$ cat config.mk
export PLATFORM = sky130hd
export DESIGN_NAME = sd_cmd_arbiter
export DESIGN_NICKNAME = d
export VERILOG_FILES = /design/src/rtl/sd_cmd_pkg.sv /design/src/rtl/sd_cmd_arbiter_rr.sv /design/src/rtl/sd_cmd_arbiter.sv
export SDC_FILE = /design/constraint.sdc
export NUM_CORES = 1
export LEC_CHECK = 0
export BUFFER_PORTS_ARGS = -buffer_cell sky130_fd_sc_hd__buf_2
export CAP_MARGIN = 30
export CELL_PAD_IN_SITES_DETAIL_PLACEMENT = 1
export CELL_PAD_IN_SITES_GLOBAL_PLACEMENT = 1
export CORE_UTILIZATION = 35
export CTS_CLUSTER_DIAMETER = 30
export DETAILED_ROUTE_END_ITERATION = 6
export GPL_TIMING_DRIVEN = 0
export HOLD_SLACK_MARGIN = 0.03
export PLACE_DENSITY = 0.79
export SYNTH_ARGS = -nofsm -noshare
export SYNTH_HDL_FRONTEND = slang
export SYNTH_SLANG_ARGS = --single-unit
$ cat constraint.sdc
create_clock -name clock -period 3.6 [get_ports clock]
set_input_delay 0.36 -clock clock [delete_from_list [all_inputs] [get_ports clock]]
set_output_delay 0.36 -clock clock [all_outputs]
set_load 0.1 [all_outputs]
$ cat src/rtl/sd_cmd_pkg.sv
// Shared types for the SD command arbiter: FSM state encoding, response
// status codes and command field widths.
// Contents: state_e, status_e, cmd_t, flag_status() priority decode.
package sd_cmd_pkg;

  localparam int CMD_INDEX_W = 6;
  localparam int CMD_ARG_W   = 32;

  typedef enum logic [2:0] {
    ST_IDLE      = 3'd0,
    ST_ISSUE     = 3'd1,
    ST_WAIT_DONE = 3'd2,
    ST_RESPOND   = 3'd3,
    ST_DRAIN     = 3'd4
  } state_e;

  typedef enum logic [1:0] {
    STS_OK        = 2'b00,
    STS_INDEX_ERR = 2'b01,
    STS_TIMEOUT   = 2'b10,
    STS_WATCHDOG  = 2'b11
  } status_e;

  typedef struct packed {
    logic [CMD_INDEX_W-1:0] index;
    logic [CMD_ARG_W-1:0]   argument;
  } cmd_t;

  // Controller flag priority: complete > index_error > timeout. With no flag
  // the only way out of WAIT_DONE is the watchdog, so that is the fallback.
  function automatic status_e flag_status(input logic complete,
                                          input logic index_error,
                                          input logic timeout);
    if (complete)    return STS_OK;
    if (index_error) return STS_INDEX_ERR;
    if (timeout)     return STS_TIMEOUT;
    return STS_WATCHDOG;
  endfunction

endpackage

$ cat src/rtl/sd_cmd_arbiter_rr.sv
// Combinational two-way round-robin pick.
// Ports: valid0_i/valid1_i requests, last_grant_i previous winner;
//        grant_valid_o any request, grant_id_o chosen requester.
module sd_rr_grant2 (
  input  logic valid0_i,
  input  logic valid1_i,
  input  logic last_grant_i,
  output logic grant_valid_o,
  output logic grant_id_o
);

  always_comb begin
    grant_valid_o = valid0_i | valid1_i;
    // On contention the requester that did not win last time goes next.
    if (valid0_i && valid1_i) grant_id_o = ~last_grant_i;
    else                      grant_id_o = valid1_i;
  end

endmodule

$ cat src/rtl/sd_cmd_arbiter.sv
// Shares one SD command controller between host (req0) and DMA (req1).
// Latency: valid seen in IDLE -> ready/new_command next cycle; controller
// flag seen -> done next cycle. One command in flight; requesters hold valid
// until their ready pulse. A watchdog bounds WAIT_DONE and DRAIN.
// Ports: clock/reset; reqN_valid/index/argument in, reqN_ready/done out;
//        rsp_status/rsp_response result; new_command/cmd_index/cmd_argument
//        to the controller; ctrl_busy/response/complete/timeout/index_error in.
module sd_cmd_arbiter
  import sd_cmd_pkg::*;
#(
  parameter int WD_WIDTH        = 16,
  parameter int WATCHDOG_CYCLES = 4096
) (
  input  logic                   clock,
  input  logic                   reset,
  input  logic                   req0_valid,
  input  logic [CMD_INDEX_W-1:0] req0_index,
  input  logic [CMD_ARG_W-1:0]   req0_argument,
  output logic                   req0_ready,
  output logic                   req0_done,
  input  logic                   req1_valid,
  input  logic [CMD_INDEX_W-1:0] req1_index,
  input  logic [CMD_ARG_W-1:0]   req1_argument,
  output logic                   req1_ready,
  output logic                   req1_done,
  output logic [1:0]             rsp_status,
  output logic [31:0]            rsp_response,
  output logic                   new_command,
  output logic [CMD_INDEX_W-1:0] cmd_index,
  output logic [CMD_ARG_W-1:0]   cmd_argument,
  input  logic                   ctrl_busy,
  input  logic [31:0]            ctrl_response,
  input  logic                   ctrl_complete,
  input  logic                   ctrl_timeout,
  input  logic                   ctrl_index_error
);

  localparam logic [WD_WIDTH-1:0] WD_LAST = WD_WIDTH'(WATCHDOG_CYCLES - 1);

  state_e                 state_q, state_d;
  logic                   grant_q, grant_d;
  logic                   last_grant_q, last_grant_d;
  logic [WD_WIDTH-1:0]    wd_count_q, wd_count_d;
  logic [CMD_INDEX_W-1:0] cmd_index_q, cmd_index_d;
  logic [CMD_ARG_W-1:0]   cmd_argument_q, cmd_argument_d;
  logic                   new_command_q, new_command_d;
  logic                   req0_ready_q, req0_ready_d;
  logic                   req1_ready_q, req1_ready_d;
  logic                   req0_done_q, req0_done_d;
  logic                   req1_done_q, req1_done_d;
  status_e                rsp_status_q, rsp_status_d;
  logic [31:0]            rsp_response_q, rsp_response_d;

  logic grant_valid, grant_id;
  logic flag_any, wd_expired;
  logic [WD_WIDTH-1:0] wd_inc;
  cmd_t sel_cmd;

  sd_rr_grant2 u_rr (
    .valid0_i      (req0_valid),
    .valid1_i      (req1_valid),
    .last_grant_i  (last_grant_q),
    .grant_valid_o (grant_valid),
    .grant_id_o    (grant_id)
  );

  assign flag_any   = ctrl_complete | ctrl_index_error | ctrl_timeout;
  assign wd_expired = (wd_count_q == WD_LAST);
  // Saturating increment so the counter can never wrap back below WD_LAST.
  assign wd_inc     = (wd_count_q == '1) ? wd_count_q : wd_count_q + WD_WIDTH'(1);
  assign sel_cmd    = grant_id ? cmd_t'{req1_index, req1_argument}
                               : cmd_t'{req0_index, req0_argument};

  // State and all registered outputs.
  always_ff @(posedge clock or posedge reset) begin
    if (reset) begin
      state_q        <= ST_IDLE;
      grant_q        <= 1'b0;
      last_grant_q   <= 1'b1;
      wd_count_q     <= '0;
      cmd_index_q    <= '0;
      cmd_argument_q <= '0;
      new_command_q  <= 1'b0;
      req0_ready_q   <= 1'b0;
      req1_ready_q   <= 1'b0;
      req0_done_q    <= 1'b0;
      req1_done_q    <= 1'b0;
      rsp_status_q   <= STS_OK;
      rsp_response_q <= '0;
    end else begin
      state_q        <= state_d;
      grant_q        <= grant_d;
      last_grant_q   <= last_grant_d;
      wd_count_q     <= wd_count_d;
      cmd_index_q    <= cmd_index_d;
      cmd_argument_q <= cmd_argument_d;
      new_command_q  <= new_command_d;
      req0_ready_q   <= req0_ready_d;
      req1_ready_q   <= req1_ready_d;
      req0_done_q    <= req0_done_d;
      req1_done_q    <= req1_done_d;
      rsp_status_q   <= rsp_status_d;
      rsp_response_q <= rsp_response_d;
    end
  end

  // Next-state logic.
  always_comb begin
    state_d = state_q;
    unique case (state_q)
      ST_IDLE:      if (grant_valid) state_d = ST_ISSUE;
      ST_ISSUE:     state_d = ST_WAIT_DONE;
      ST_WAIT_DONE: if (flag_any || wd_expired) state_d = ST_RESPOND;
      ST_RESPOND:   state_d = ST_DRAIN;
      ST_DRAIN:     if (!ctrl_busy || wd_expired) state_d = ST_IDLE;
      default:      state_d = ST_IDLE;
    endcase
  end

  // Output / datapath logic. Pulse outputs are decoded from the next state
  // so that they are registered yet line up with the state they belong to.
  always_comb begin
    grant_d        = grant_q;
    last_grant_d   = last_grant_q;
    wd_count_d     = wd_count_q;
    cmd_index_d    = cmd_index_q;
    cmd_argument_d = cmd_argument_q;
    rsp_status_d   = rsp_status_q;
    rsp_response_d = rsp_response_q;

    unique case (state_q)
      ST_IDLE: begin
        if (grant_valid) begin
          grant_d        = grant_id;
          cmd_index_d    = sel_cmd.index;
          cmd_argument_d = sel_cmd.argument;
        end
      end
      ST_ISSUE: wd_count_d = '0;
      ST_WAIT_DONE: begin
        if (flag_any || wd_expired) begin
          rsp_status_d   = flag_status(ctrl_complete, ctrl_index_error, ctrl_timeout);
          rsp_response_d = ctrl_complete ? ctrl_response : '0;
        end else begin
          wd_count_d = wd_inc;
        end
      end
      ST_RESPOND: begin
        last_grant_d = grant_q;
        wd_count_d   = '0;
      end
      ST_DRAIN: if (ctrl_busy && !wd_expired) wd_count_d = wd_inc;
      default: ;
    endcase

    new_command_d = (state_d == ST_ISSUE);
    req0_ready_d  = new_command_d & ~grant_d;
    req1_ready_d  = new_command_d &  grant_d;
    req0_done_d   = (state_d == ST_RESPOND) & ~grant_q;
    req1_done_d   = (state_d == ST_RESPOND) &  grant_q;
  end

  assign req0_ready   = req0_ready_q;
  assign req1_ready   = req1_ready_q;
  assign req0_done    = req0_done_q;
  assign req1_done    = req1_done_q;
  assign rsp_status   = rsp_status_q;
  assign rsp_response = rsp_response_q;
  assign new_command  = new_command_q;
  assign cmd_index    = cmd_index_q;
  assign cmd_argument = cmd_argument_q;

endmodule

Word-level counts from Yosys, hierarchy flattened

Index checks and enable logic that the tools add are counted.

Add/sub/neg operators: 1
Muxes and demuxes: 31
Equality and inequality tests: 10
Bitwise gates (word level): 10
Reduce and logical (&&, ||, !) cells: 12

Operators by type and width:

| kind                    | number |
|---|---|
| $mux W16                | 3 |
| $pmux W16 S3            | 1 |
| $mux W38                | 1 |
| $mux W32                | 1 |
| $add A16 B1 Y16 const B | 1 |
| $eq A16 B12 Y1 const B  | 1 |
| $eq A16 B16 Y1 const B  | 1 |
| $mux W1                 | 15 |
| $pmux W3 S5             | 1 |
| $mux W2                 | 6 |
| $eq A3 B2 Y1 const B    | 3 |
| $mux W3                 | 3 |
| $eq A3 B1 Y1 const B    | 2 |
| $and A1 B1 Y1           | 4 |
| $ne A2 B2 Y1 const B    | 2 |
| $reduce_and A2 Y1       | 2 |
| $eq A3 B3 Y1 const B    | 1 |
| $logic_not A3 Y1        | 1 |
| $not A1 Y1              | 3 |
| $or A1 B1 Y1            | 3 |
| $reduce_and A3 Y1       | 1 |
| $reduce_bool A3 Y1      | 1 |
| $logic_and A1 B1 Y1     | 2 |
| $logic_not A1 Y1        | 2 |
| 2 further kinds         | 3 |

Word-level logic and storage cells: 77
Bits in registers: 98
Input bits: 116
Output and inout bits: 77

Depth between registers and ports, before layout

Word-level depth: 15
Mapped depth: 8
Depth with buffers taken out: 6

Modules after synthesis

A second synthesis with hierarchy kept.

Cells, all modules: 442
Area, all modules: 4401.7 um^2

Modules (own cells, without submodules):

| module         | cells an instance | instances | seq. area each (um^2) | area each (um^2) |
|---|---|---|---|---|
| sd_cmd_arbiter | 440               | 1         | 2453.6                | 4388.0 |
| sd_rr_grant2   | 2                 | 1         | 0.0                   | 13.8 |

Least setup slack after synthesis

Ideal clock, no wire load.

Kind: register -> register
From: register wd_count_q[12]
To: register rsp_status_q[1], in the netlist rsp_status[1]
Arrival: 1.816 ns
Required time: 3.471 ns
Library setup time: 0.129 ns
Clock period less this slack: 1.945 ns
Path slack: 1.655 ns
Cell stages (with the launch flop): 7
Path buffers: 1
Cell sequence: dfrtp_1 > or4_4 > nor4_4 > o211ai_2 > clkbuf_1 > nand2_1 > o31ai_2

Word-level cells in the longest chain between the ends: 3

Ends and longest elaborated chain:

| item                               | line                  | RTL |
|---|---|---|
| start: declaration                 | sd_cmd_arbiter.sv:43  | `logic [WD_WIDTH-1:0] wd_count_q, wd_count_d;` |
| start signal: assignment           | sd_cmd_arbiter.sv:94  | `wd_count_q <= wd_count_d;` |
| $eq A16 B12 Y1                     | sd_cmd_arbiter.sv:68  | `assign wd_expired = (wd_count_q == WD_LAST);` |
| $logic_or A1 B1 Y1                 | sd_cmd_arbiter.sv:141 | `if (flag_any \|\| wd_expired) begin` |
| $reduce_and A2 Y1 (no source line) | n/a                   |  |
| end signal: assignment             | sd_cmd_arbiter.sv:102 | `rsp_status_q <= rsp_status_d;` |
| end: declaration                   | sd_cmd_arbiter.sv:51  | `status_e rsp_status_q, rsp_status_d;` |

Every way passes these cells.
A chain may end at the register's enable or synchronous reset.

Final worst setup path

From: register wd_count_q[3]
To: register wd_count_q[13]

Word-level cells in the longest chain between the ends: 5
Elaborated cells between the ends (all ways): 13
Those cells by class: add/sub (1); eq/ne (4); mux (4); reduce/logical (4)

Ends and longest elaborated chain:

| item |
|---|
| branches (longest 5 deep; another with $add A16 B1 Y16) |

Several ways; the timed one is not identified. The select of a mux whose other input is x is not followed.

==> impl_metrics.py <==
metrics = {
    "route": {
        "ant_nets": 0,
        "viasPerCell": 4.93,
        "wirelength_microns": 13500,
        "routedWlPerCell_microns": 16.3,
        "vias": 4087,
        "drtPass1Iterations": 4,
        "drtIter0Drc": 103,
        "remaining_drc_errors": 0,
    },
    "logic_synthesis": {
        "yosys.area.top_type": "dfrtp_1",
        "yosys.area.top_type_share_pct": 54.6,
        "synthCells": 453,
        "seq_area_frac_synth_pct": 55.2,
        "synth_flop_cell": "dfrtp_1",
        "synth.area.top_cells": "dfrtp_1 (55%), nand2_1 (10%), mux2i_1 (8.6%), o21ai_0 (8.1%), or4_1 (2.2%)",
        "ys_types": 43,
        "async_flop_share_pct": 100,
        "syn-num-nets": 570,
        "ys_ff_latch": 98,
        "yosysMostFrequentCell": "nand2_1",
        "synth_warnings": 0,
        "syn-cell-area_sq_um": 4440,
        "syn_avg_cell_area_sq_um": 9.81,
        "synthTopCellsByCount": "nand2_1 (118), dfrtp_1 (97), o21ai_0 (72)",
        "synth_edf_count": 0,
    },
    "critical_path": {
        "critPathMostFrequentCell": "buf_2",
        "r2r_start": "wd_count_q[3]",
        "r2r-end": "wd_count_q[13]",
        "slowest_delay_ns": 0.52,
        "cp.arrival_ns": 2.52,
        "slowest_stage": "nor2_1",
        "reg2regPathDepth": 7,
        "crit_chain": "and4_1 -> buf_2 -> nand4_1 -> nor2_1 -> buf_2 -> nor4_1 -> o21a_1",
        "required_ns": 3.84,
        "critPathCaptureType": "flop",
        "crit_path_start_kind": "flop",
        "critPathKind": "flop to flop",
        "ff2ff_setup_slack_ns": 1.32,
        "critPathMaxFanout": 10,
    },
    "clock_tree": {
        "tritoncts": "yes",
        "clock_latency_ns": 0.36,
        "clk_pin_slew_worst_paths_ns": 0.07,
        "cts.sinks": 98,
        "cts_resized": 0,
        "cts_hold_buf": 0,
        "post_cts_buffers": 0,
        "cts_root_buf": "clkbuf_16",
        "cts_buffer_depth": 2,
        "cts_made_buffers": 9,
        "h-tree-depth": 3,
    },
    "sta": {
        "finalCriticalPeriod_ns": 2.28,
        "hold_ws_ns": 0.0772,
        "maxSlewHeadroom_pct": 47.5,
        "drv_slew": 0,
        "skew_ns": 0.00920,
        "rsz0062_at_grt": "no",
        "timing.final.ws_setup_ns": 1.32,
        "hold_viol": 0,
        "setup_viol": 0,
        "tightest_slew_ns": 0.788,
        "final.period_utilization_pct": 63.3,
        "fmax_mhz": 439,
    },
    "floorplan": {
        "die_x_microns": 115,
        "coreArea_sq_um": 12200,
        "dieArea_sq_um": 13100,
        "die_y_microns": 115,
        "rows": 40,
        "start_util_pct": 36.4,
        "pin_count": 193,
    },
    "global_route": {
        "grt_pass1_vias": 4433,
        "grt_max_degree": 53,
        "grt_pass1_wl_microns": 22100,
        "globalRoute.totalOverflow": 0,
        "antenna_found_initial": 0,
        "grt_use_total_pct": 21.9,
    },
    "final_layout": {
        "fin_nets": 773,
        "diodes": 0,
        "syn2layout_area_growth_pct": 33.4,
        "fin_cells": 829,
        "fillCellCount": 1512,
        "drive_above_1_share_pct": 33.6,
    },
    "placement": {
        "place_hpwl_microns": 10300,
        "portBuffers": 191,
        "dp_cells": 813,
        "place_congestion": 0.845,
        "place_ws_ns": 1.35,
    },
    "worst_hold_path": {
        "hold_path.class": "input pin to asynchronous set/reset pin",
    },
    "outcome": {
        "status": "finished, final reports clean",
    },
    "flow_run": {
        "cap_viol_max_count": 0,
    },
}
critical path, delay by kind of cell, from the launching register on:
kind,cells,cell delay [ns]
simple gates,4,1.09
compound gates,1,0.17
buf+inv,2,0.47
flops,1,0.44
metal layers:
metal  global-route usage [%]  routed length (microns)  part of all wire (%)
met5                        0                        0                     0
met3                     6.30                      847                   6.3
met2                     37.9                     6830                    51
met4                     8.31                      236                   1.7
met1                     25.6                     5590                    41
cell families after synthesis:
group / after synthesis / synth area share [%]
and+or+nand+nor: 170 / 17.9
xor gates and xnor gates: 1 / 0.197
muxes: 38 / 8.56
AOI/OAI and AO/OA: 110 / 14.2
adders and majority gates: 1 / 0.282
buffers and inverters: 35 / 3.66
DFF: 98 / 55.2
through the flow:
stage               cell area, sq um  setup TNS (ns)  util [%]
floorplan                       4440               0         -
detailed placement              5640               0      46.2
finish                          5930               0      48.5
global placement                5610          -47.63      45.9
global route                    5930               0      48.5
CTS                             5930               0      48.5
state kept, by name (all words and copies together) (netlist names):
signal,count
wd_count_q,16
req0_done,1
cmd_argument,32
req1_done,1
grant_q,1
cmd_index,6
state_q,3
req0_ready,1
rsp_response,32
new_command,1
last_grant_q,1
rsp_status,2
req1_ready,1
cell type report:
class,count,area [sq um],area share [%]
Buffer,30,144,2.43
Clock buffer,12,236,3.99
Clock inverter,4,51.3,0.866
Inverter,5,21.3,0.359
Multi-Input combinational cell,320,1830,30.8
Sequential cell,98,2450,41.4
Tap cell,168,210,3.55
Timing Repair Buffer,192,983,16.6
cell usage in the layout (no fill, tap or decap), drive strengths merged, types with 2 or more instances in the layout:
| master | Yosys | final |
|---|---|---|
| a21oi | 9 | 9 |
| and2 | 3 | 3 |
| and4 | 4 | 4 |
| buf | 10 | 202 |
| clkbuf | 20 | 32 |
| dfrtp | 97 | 97 |
| inv | 5 | 6 |
| mux2i | 38 | 38 |
| nand2 | 118 | 118 |
| nand2b | 3 | 3 |
| nand3 | 2 | 2 |
| nand4 | 8 | 8 |
| nor2 | 8 | 8 |
| nor2b | 2 | 2 |
| nor3 | 2 | 2 |
| nor4 | 2 | 2 |
| o211ai | 4 | 4 |
| o21a | 2 | 2 |
| o21ai | 79 | 79 |
| o31ai | 10 | 10 |
| or3 | 2 | 2 |
| or4 | 14 | 14 |
worst max-delay path by stage:
stage,start,endpoint,slack (ns),cells after the start
after CTS,wd_count_q[12],rsp_response[9],1.35,6
final,wd_count_q[3],wd_count_q[13],1.32,7
after floorplan,reset,cmd_argument[0],0.68,1
after detailed placement,wd_count_q[12],rsp_response[9],1.35,6
after global routing,wd_count_q[0],wd_count_q[13],1.11,7
after global placement,reset,cmd_argument[15],-0.50,2
Power is not shown: default switching activity piles up to over one toggle a cycle in this logic, so the estimate is an artifact.
